## config.mk

```make
export PLATFORM = sky130hd
export DESIGN_NAME = floor_call_scheduler
export DESIGN_NICKNAME = d
export VERILOG_FILES = /design/src/rtl/floor_call_scheduler.sv
export SDC_FILE = /design/constraint.sdc
export NUM_CORES = 1
export LEC_CHECK = 0
export CAP_MARGIN = 20
export CORE_MARGIN = 8
export CORE_UTILIZATION = 45
export DETAILED_ROUTE_END_ITERATION = 10
export GPL_TIMING_DRIVEN = 0
export SYNTH_ARGS = -nofsm -noshare
export SYNTH_HDL_FRONTEND = slang
export SYNTH_SLANG_ARGS = --single-unit
```

## constraint.sdc

```tcl
create_clock -name clk -period 2.6 [get_ports clk]
set_clock_uncertainty 0.1 [all_clocks]
set_input_delay 0.52 -clock clk [delete_from_list [all_inputs] [get_ports clk]]
set_output_delay 0.52 -clock clk [all_outputs]
set_load 0.1 [all_outputs]
```

## src/rtl/floor_call_scheduler.sv

```systemverilog
// Floor call scheduler: latches call buttons, runs a collective up/down sweep to pick
// the one-hot target floor for the elevator controller, and times the door dwell.
module floor_call_scheduler #(
  parameter int NUM_FLOORS   = 4,
  parameter int DWELL_CYCLES = 50_000_000
) (
  input  logic                  clk,
  input  logic                  reset,
  input  logic [NUM_FLOORS-1:0] call_btn,
  input  logic [NUM_FLOORS-1:0] present_floor,
  output logic [NUM_FLOORS-1:0] requested_floor,
  output logic [NUM_FLOORS-1:0] pending,
  output logic                  door_open,
  output logic                  busy,
  output logic                  fault
);

  localparam int CW = (DWELL_CYCLES > 1) ? $clog2(DWELL_CYCLES) : 1;
  localparam logic [CW-1:0]         DWELL_LOAD = CW'(DWELL_CYCLES - 1);
  localparam logic [NUM_FLOORS-1:0] FLOOR0     = NUM_FLOORS'(1);

  typedef enum logic [1:0] {
    S_IDLE  = 2'd0,
    S_UP    = 2'd1,
    S_DOWN  = 2'd2,
    S_DWELL = 2'd3
  } state_t;

  state_t                state_q, state_d;
  logic                  dir_q, dir_d;
  logic [NUM_FLOORS-1:0] pend_q, pend_d;
  logic [NUM_FLOORS-1:0] req_q, req_d;
  logic                  door_q, door_d;
  logic                  busy_q, busy_d;
  logic                  fault_q, fault_d;
  logic [CW-1:0]         cnt_q, cnt_d;
  logic [NUM_FLOORS-1:0] btn_q;

  logic [NUM_FLOORS-1:0] rise_s, above_s, below_s, pend_above_s, pend_below_s, clr_s;
  logic                  onehot_s, here_pend_s, here_rise_s;

  function automatic logic [NUM_FLOORS-1:0] lowest_bit(input logic [NUM_FLOORS-1:0] v);
    return v & (~v + NUM_FLOORS'(1));
  endfunction

  function automatic logic [NUM_FLOORS-1:0] highest_bit(input logic [NUM_FLOORS-1:0] v);
    logic [NUM_FLOORS-1:0] r;
    r = '0;
    for (int i = 0; i < NUM_FLOORS; i++) begin
      r = v[i] ? (NUM_FLOORS'(1) << i) : r;
    end
    return r;
  endfunction

  // Floors strictly above the one-hot position p.
  function automatic logic [NUM_FLOORS-1:0] above_mask(input logic [NUM_FLOORS-1:0] p);
    logic                  seen;
    logic [NUM_FLOORS-1:0] m;
    seen = 1'b0;
    m    = '0;
    for (int i = 0; i < NUM_FLOORS; i++) begin
      m[i] = seen;
      seen = seen | p[i];
    end
    return m;
  endfunction

  always_comb begin
    rise_s       = call_btn & ~btn_q;
    onehot_s     = $onehot(present_floor);
    above_s      = above_mask(present_floor);
    below_s      = ~(above_s | present_floor);
    pend_above_s = pend_q & above_s;
    pend_below_s = pend_q & below_s;
    here_pend_s  = |(pend_q & present_floor);
    here_rise_s  = |(rise_s & present_floor);
  end

  // Sweep FSM: next state, target floor, dwell timer and which pending bit to drop.
  always_comb begin
    state_d = state_q;
    dir_d   = dir_q;
    req_d   = present_floor;
    door_d  = 1'b0;
    cnt_d   = cnt_q;
    clr_s   = '0;
    if (!onehot_s) begin
      state_d = S_IDLE;
      req_d   = FLOOR0;
      cnt_d   = '0;
    end else begin
      case (state_q)
        S_IDLE: begin
          // A press at the present floor opens the door straight away, never latched.
          if (here_pend_s || here_rise_s) begin
            state_d = S_DWELL;
            door_d  = 1'b1;
            cnt_d   = DWELL_LOAD;
            clr_s   = present_floor;
          end else if (|pend_above_s) begin
            state_d = S_UP;
            dir_d   = 1'b1;
            req_d   = lowest_bit(pend_above_s);
          end else if (|pend_below_s) begin
            state_d = S_DOWN;
            dir_d   = 1'b0;
            req_d   = highest_bit(pend_below_s);
          end else begin
            state_d = S_IDLE;
          end
        end
        S_UP: begin
          if ((present_floor == req_q) && here_pend_s) begin
            state_d = S_DWELL;
            door_d  = 1'b1;
            cnt_d   = DWELL_LOAD;
            clr_s   = present_floor;
          end else if (|pend_above_s) begin
            req_d = lowest_bit(pend_above_s);
          end else begin
            state_d = S_IDLE;
          end
        end
        S_DOWN: begin
          if ((present_floor == req_q) && here_pend_s) begin
            state_d = S_DWELL;
            door_d  = 1'b1;
            cnt_d   = DWELL_LOAD;
            clr_s   = present_floor;
          end else if (|pend_below_s) begin
            req_d = highest_bit(pend_below_s);
          end else begin
            state_d = S_IDLE;
          end
        end
        S_DWELL: begin
          clr_s  = present_floor;
          door_d = 1'b1;
          if (here_rise_s) begin
            cnt_d = DWELL_LOAD;
          end else if (cnt_q != '0) begin
            cnt_d = cnt_q - CW'(1);
          end else begin
            door_d = 1'b0;
            if (dir_q && (|pend_above_s)) begin
              state_d = S_UP;
              req_d   = lowest_bit(pend_above_s);
            end else if (|pend_below_s) begin
              state_d = S_DOWN;
              dir_d   = 1'b0;
              req_d   = highest_bit(pend_below_s);
            end else if (|pend_above_s) begin
              state_d = S_UP;
              dir_d   = 1'b1;
              req_d   = lowest_bit(pend_above_s);
            end else begin
              state_d = S_IDLE;
            end
          end
        end
        default: begin
          state_d = S_IDLE;
          req_d   = FLOOR0;
        end
      endcase
    end
  end

  // Clearing a bit wins over a new call for the same floor on the same edge.
  always_comb begin
    pend_d  = (pend_q | rise_s) & ~clr_s;
    busy_d  = (state_d != S_IDLE);
    fault_d = !onehot_s;
  end

  // State and output registers.
  always_ff @(posedge clk or posedge reset) begin
    if (reset) begin
      state_q <= S_IDLE;
      dir_q   <= 1'b1;
      pend_q  <= '0;
      req_q   <= FLOOR0;
      door_q  <= 1'b0;
      busy_q  <= 1'b0;
      fault_q <= 1'b0;
      cnt_q   <= '0;
      btn_q   <= '0;
    end else begin
      state_q <= state_d;
      dir_q   <= dir_d;
      pend_q  <= pend_d;
      req_q   <= req_d;
      door_q  <= door_d;
      busy_q  <= busy_d;
      fault_q <= fault_d;
      cnt_q   <= cnt_d;
      btn_q   <= call_btn;
    end
  end

  assign requested_floor = req_q;
  assign pending         = pend_q;
  assign door_open       = door_q;
  assign busy            = busy_q;
  assign fault           = fault_q;

endmodule

```

# == Yosys cells after proc, flatten, opt, wreduce, memory -nomap -nowiden ==
# Cells that the tools add are included.
# W data, S select, Z words.
# totals
regBits,44
elab_cells,113
output_inout_bits,11
# op_classes
n_eq_ne,14
add_sub_neg,5
reduce_logical,15
n_mux,55
bitwise_logic,15
# ops
op,n
$mux W26,5
$pmux W26 S3,1
$mux W4,15
$and A4 B4 Y4,7
$mux W2,13
$reduce_bool A26 Y1,1
$sub A26 B1 Y26 const B,1
$not A4 Y4,4
$pmux W4 S4,1
$reduce_or A4 Y1,4
$mux W1,15
$pmux W4 S3,1
$ne A3 B3 Y1 const B,3
$ne A2 B2 Y1 const B,4
$or A4 B4 Y4,2
$pmux W2 S4,1
$reduce_and A8 Y1,1
$add A1 B1 Y2,2
$add A4 B1 Y4 const B,1
$eq A2 B2 Y1 const B,2
$eq A4 B4 Y1,1
$ne A4 B4 Y1 const B,1
$reduce_bool A2 Y1,2
$add A2 B2 Y3,1
13 further kinds,15

# == Depth between registers and ports, before layout ==
# depth
word_depth,15
mapped_depth,13

# == Worst setup path before layout ==
# OpenSTA, ideal clock, no wires.
# synth_path
path_kind,input to register
start,input present_floor[0]
end,"register req_q[2], in the netlist requested_floor[2]"
t_required_ps,2423
path_slack_ps,-489
arrival_ps,2911
n_path_buf,3
path_stages,13
cell_sequence,buf_2 inv_1 fa_1 inv_1 ha_1 ha_1 nor2_1 and2_1 clkbuf_1 clkinv_1 clkbuf_1 a31o_2 a21oi_1
# synth_between
elab_chain_len,12
# synth_rtl
item,line_no,rtl
from (decl),10,"input logic [NUM_FLOORS-1:0] present_floor,"
$or A1 B1 Y1,63,seen = seen | p[i];
$and A4 B4 Y4 (tied with other cells),73,pend_above_s = pend_q & above_s;
$not A4 Y4 (tied with other cells),43,return v & (~v + NUM_FLOORS'(1));
$add A4 B1 Y4 (tied with other cells),43,
$and A4 B4 Y4 (tied with other cells),43,
$mux W4 (tied with other cells),"118, 152",
$mux W4,148,end else if (|pend_below_s) begin
$mux W4,145,if (dir_q && (|pend_above_s)) begin
$mux W4,141,end else if (cnt_q != '0) begin
$mux W4,139,if (here_rise_s) begin
$pmux W4 S4,92,case (state_q)
$mux W4 (*),87,if (!onehot_s) begin
net req_d[2],32,"logic [NUM_FLOORS-1:0] req_q, req_d;"
to (signal assigned),192,req_q <= req_d;
to (decl),32,
# Mark *: on every way through the listed nets, which the timed path passes. The rest lies on a longest branch.
# A chain may end at the register's enable or synchronous reset.

# == Final worst setup path ==
# layout_path
start,input present_floor[2]
end,"register req_q[3], in the netlist requested_floor[3]"
# layout_between
elab_chain_len,12
# layout_rtl
item,line_no
$or A1 B1 Y1,63
$and A4 B4 Y4,73
$not A4 Y4,43
$add A4 B1 Y4,43
$and A4 B4 Y4,43
$mux W4,"118, 152"
$mux W4,148
$mux W4,145
$mux W4,141
$mux W4,139
$pmux W4 S4,92
$mux W4 (*),87
net req_d[3],32
# Marked as above.

==> reports/results.ini <==
[power_and_ir_drop]
peakVddDrop_mv=0.700
power_mw=3.66
p_leak_nw=1.60
pwr_density_cell_nw_per_um2=926

[outcome]
status=finished clean

[detailed_routing]
top_layer=met4
vias=3139
wirelength_um=9830
met2_length_um=4450
met3_length_um=496
wl_met1_um=4810
ant_nets=0
drt-wirelength-per-cell_um=19.1
avgViaCountPerCell=6.10
drt_iter0_drc=279
drc_errors=0
dr.pass1.iters=4

[placement]
place_congestion=0.911
post-place-cells=499
pre_cts_slack_ns=-1.08
port-buffer-count=18
dp_hpwl_um=6710

[worst_setup_path]
critPathTopFamily=buffers and inverters
critPathBufInv=4
worstPathCellList=clkdlybuf4s50_1 > buf_6 > nand3b_1 > nand4_1 > buf_6 > or2_2 > buf_6 > nor2_4 > a31oi_1 > a211oi_2
slowest_delay_ns=0.46
cp-startpoint=present_floor[2]
slowest_stage=clkdlybuf4s50_1
arrival_ns=2.66
cp.required_ns=2.71
cp-start-kind=primary input
cp_common_cell=buf_6
cp-end-kind=flop
critPathKind=primary input to flop
crit_fanout=10
regToRegStartpoint=cnt_q[3]

[timing]
tightestPinTransition_ns=0.980
worst_hold_slack_ns=0.303
period_needed_ns=2.55
slew_headroom_pct=34.4
finalWorstSetupSlack_ns=0.0459
finalCritPeriodShare_pct=98.2
fmax_mhz=392
slew_violations=0
grt_setup_unrepaired=yes
setup_violations=0
hold_viol_final=0

[yosys]
syn-num-nets=404
syn-instance-count=384
synth.distinct_cells=60
synth-seq-area-share_pct=34.5
synth-edff-count=0
dominantRegCellSynth=dfrtp_1
synthesis.area_um2=3200
synth.ff_latch_count=44
avgSynthCellArea_um2=8.33
yosys_warnings=0
async_flop_share_pct=100

[finish]
area_delta_synth_final_pct=23.7
mostFrequentLayoutCell=dfrtp_1
final_cells=515
final_cell_mix=dfrtp_1 (38), a21oi_1 (33), nor2_1 (32), nand2_1 (29), o21ai_0 (21)
final_core_util_pct=57.9
drive_gt1_share_pct=20.3
diodes=0
fin_nets=438

[clocking]
cts_hold_buf=0
clock_tree.root_cell=clkbuf_8
cts_buffer_depth=2
h-tree-depth=2
cts.sinks=44
clk_latency_ns=0.30
clk_pin_slew_ns=0.08
cts_made_buffers=5
tritoncts=done

[die]
initial_utilization_pct=46.8
io_pins=21
die_area_um2=10100
num_rows=30
core_um2=6830
fp.dieH_um=100
die_w_um=100

[min_path]
hold_class=primary input to asynchronous set/reset pin

[grt]
grt_pass1_vias=3034
grtUsageTotal_pct=19.7
grt_max_degree=41
grt_pass1_wl_um=16000
grt-ovfl-total=0
antenna_found_initial=0

[run]
cap_violations=0

-- stage by stage --
stage | area [um^2] | setup TNS [ns]
2_1_floorplan | 3290 | -0.138
3_3_place_gp | 3590 | -35.39
3_5_place_dp | 3610 | -33.87
4_1_cts | 3800 | 0
5_1_grt | 3960 | -0.360
6_report | 3960 | 0
-- cell usage after synthesis (all sizes together), types with 10 or more instances --
cell     n  area, um^2
a31oi   13        81.3
buf     14        85.1
clkbuf  10        37.5
nor2    36         135
a21oi   35         175
a311oi  11        96.3
dfrtp   42        1050
nor4    10        98.8
nor3    17        95.1
nand2   29         109
o21ai   23         115
inv     20        75.1
-- repair_timing --
action                     CTS  global route
gates cloned                 0             2
setup endpoints to repair   41            39
setup buffers                3             4
pin swaps                    4             8
gates resized for setup     28            23
-- power breakdown --
group          switching [mW]  internal (mW)  leakage, nW  total [mW]
combinational            1.49          0.739        0.996        2.23
clock                   0.254          0.193       0.0424       0.446
sequential              0.163          0.829        0.561       0.991
total                    1.90           1.76         1.60        3.66
-- sequential cells by signal, indices dropped and copies added (netlist names) --
name	count
requested_floor	4
dir_q	1
cnt_q	26
btn_q	4
door_open	1
fault	1
state_q	2
busy	1
pending	4
-- metal layers --
metal	vias up	global-route usage [%]
li1	1506	-
met1	1541	28.4
met2	85	29.0
met3	7	4.15
met4	0	4.77
met5	-	0
-- cell type report --
| class | instances | area, um^2 |
|---|---|---|
| plain buffers | 23 | 220 |
| clock buffers | 7 | 76.3 |
| clock inverters | 1 | 8.76 |
| fillers | 648 | 2870 |
| inverters | 21 | 96.3 |
| multi-input cells | 295 | 2050 |
| flip-flops and latches | 44 | 1110 |
| well taps | 96 | 120 |
| repair buffers | 27 | 264 |
| repair inverters | 1 | 8.76 |
-- final timing paths --
kind                            cells past startpoint  slack [ns]                  to
worst max-delay path                               10        0.05  requested_floor[3]
worst min-delay path                                2        0.30  requested_floor[1]
worst max register to register                      6        0.07           cnt_q[19]
worst min register to register                      1        0.43           cnt_q[22]
max in group asynchronous                           3        1.61  requested_floor[0]
min in group clk                                    2        0.34          pending[1]
-- logic make-up (layout without fill, tap and decap cells) --
group / count (synthesis) / count (layout) / synth area share [%]
compound gates: 137 / 137 / 29.6
simple gates: 144 / 144 / 24.4
xor+xnor: 4 / 4 / 1.10
buf+inv: 45 / 80 / 6.30
fa+ha+maj: 10 / 10 / 4.15
flops: 44 / 44 / 34.5
Power figures use the tool's default switching activity.
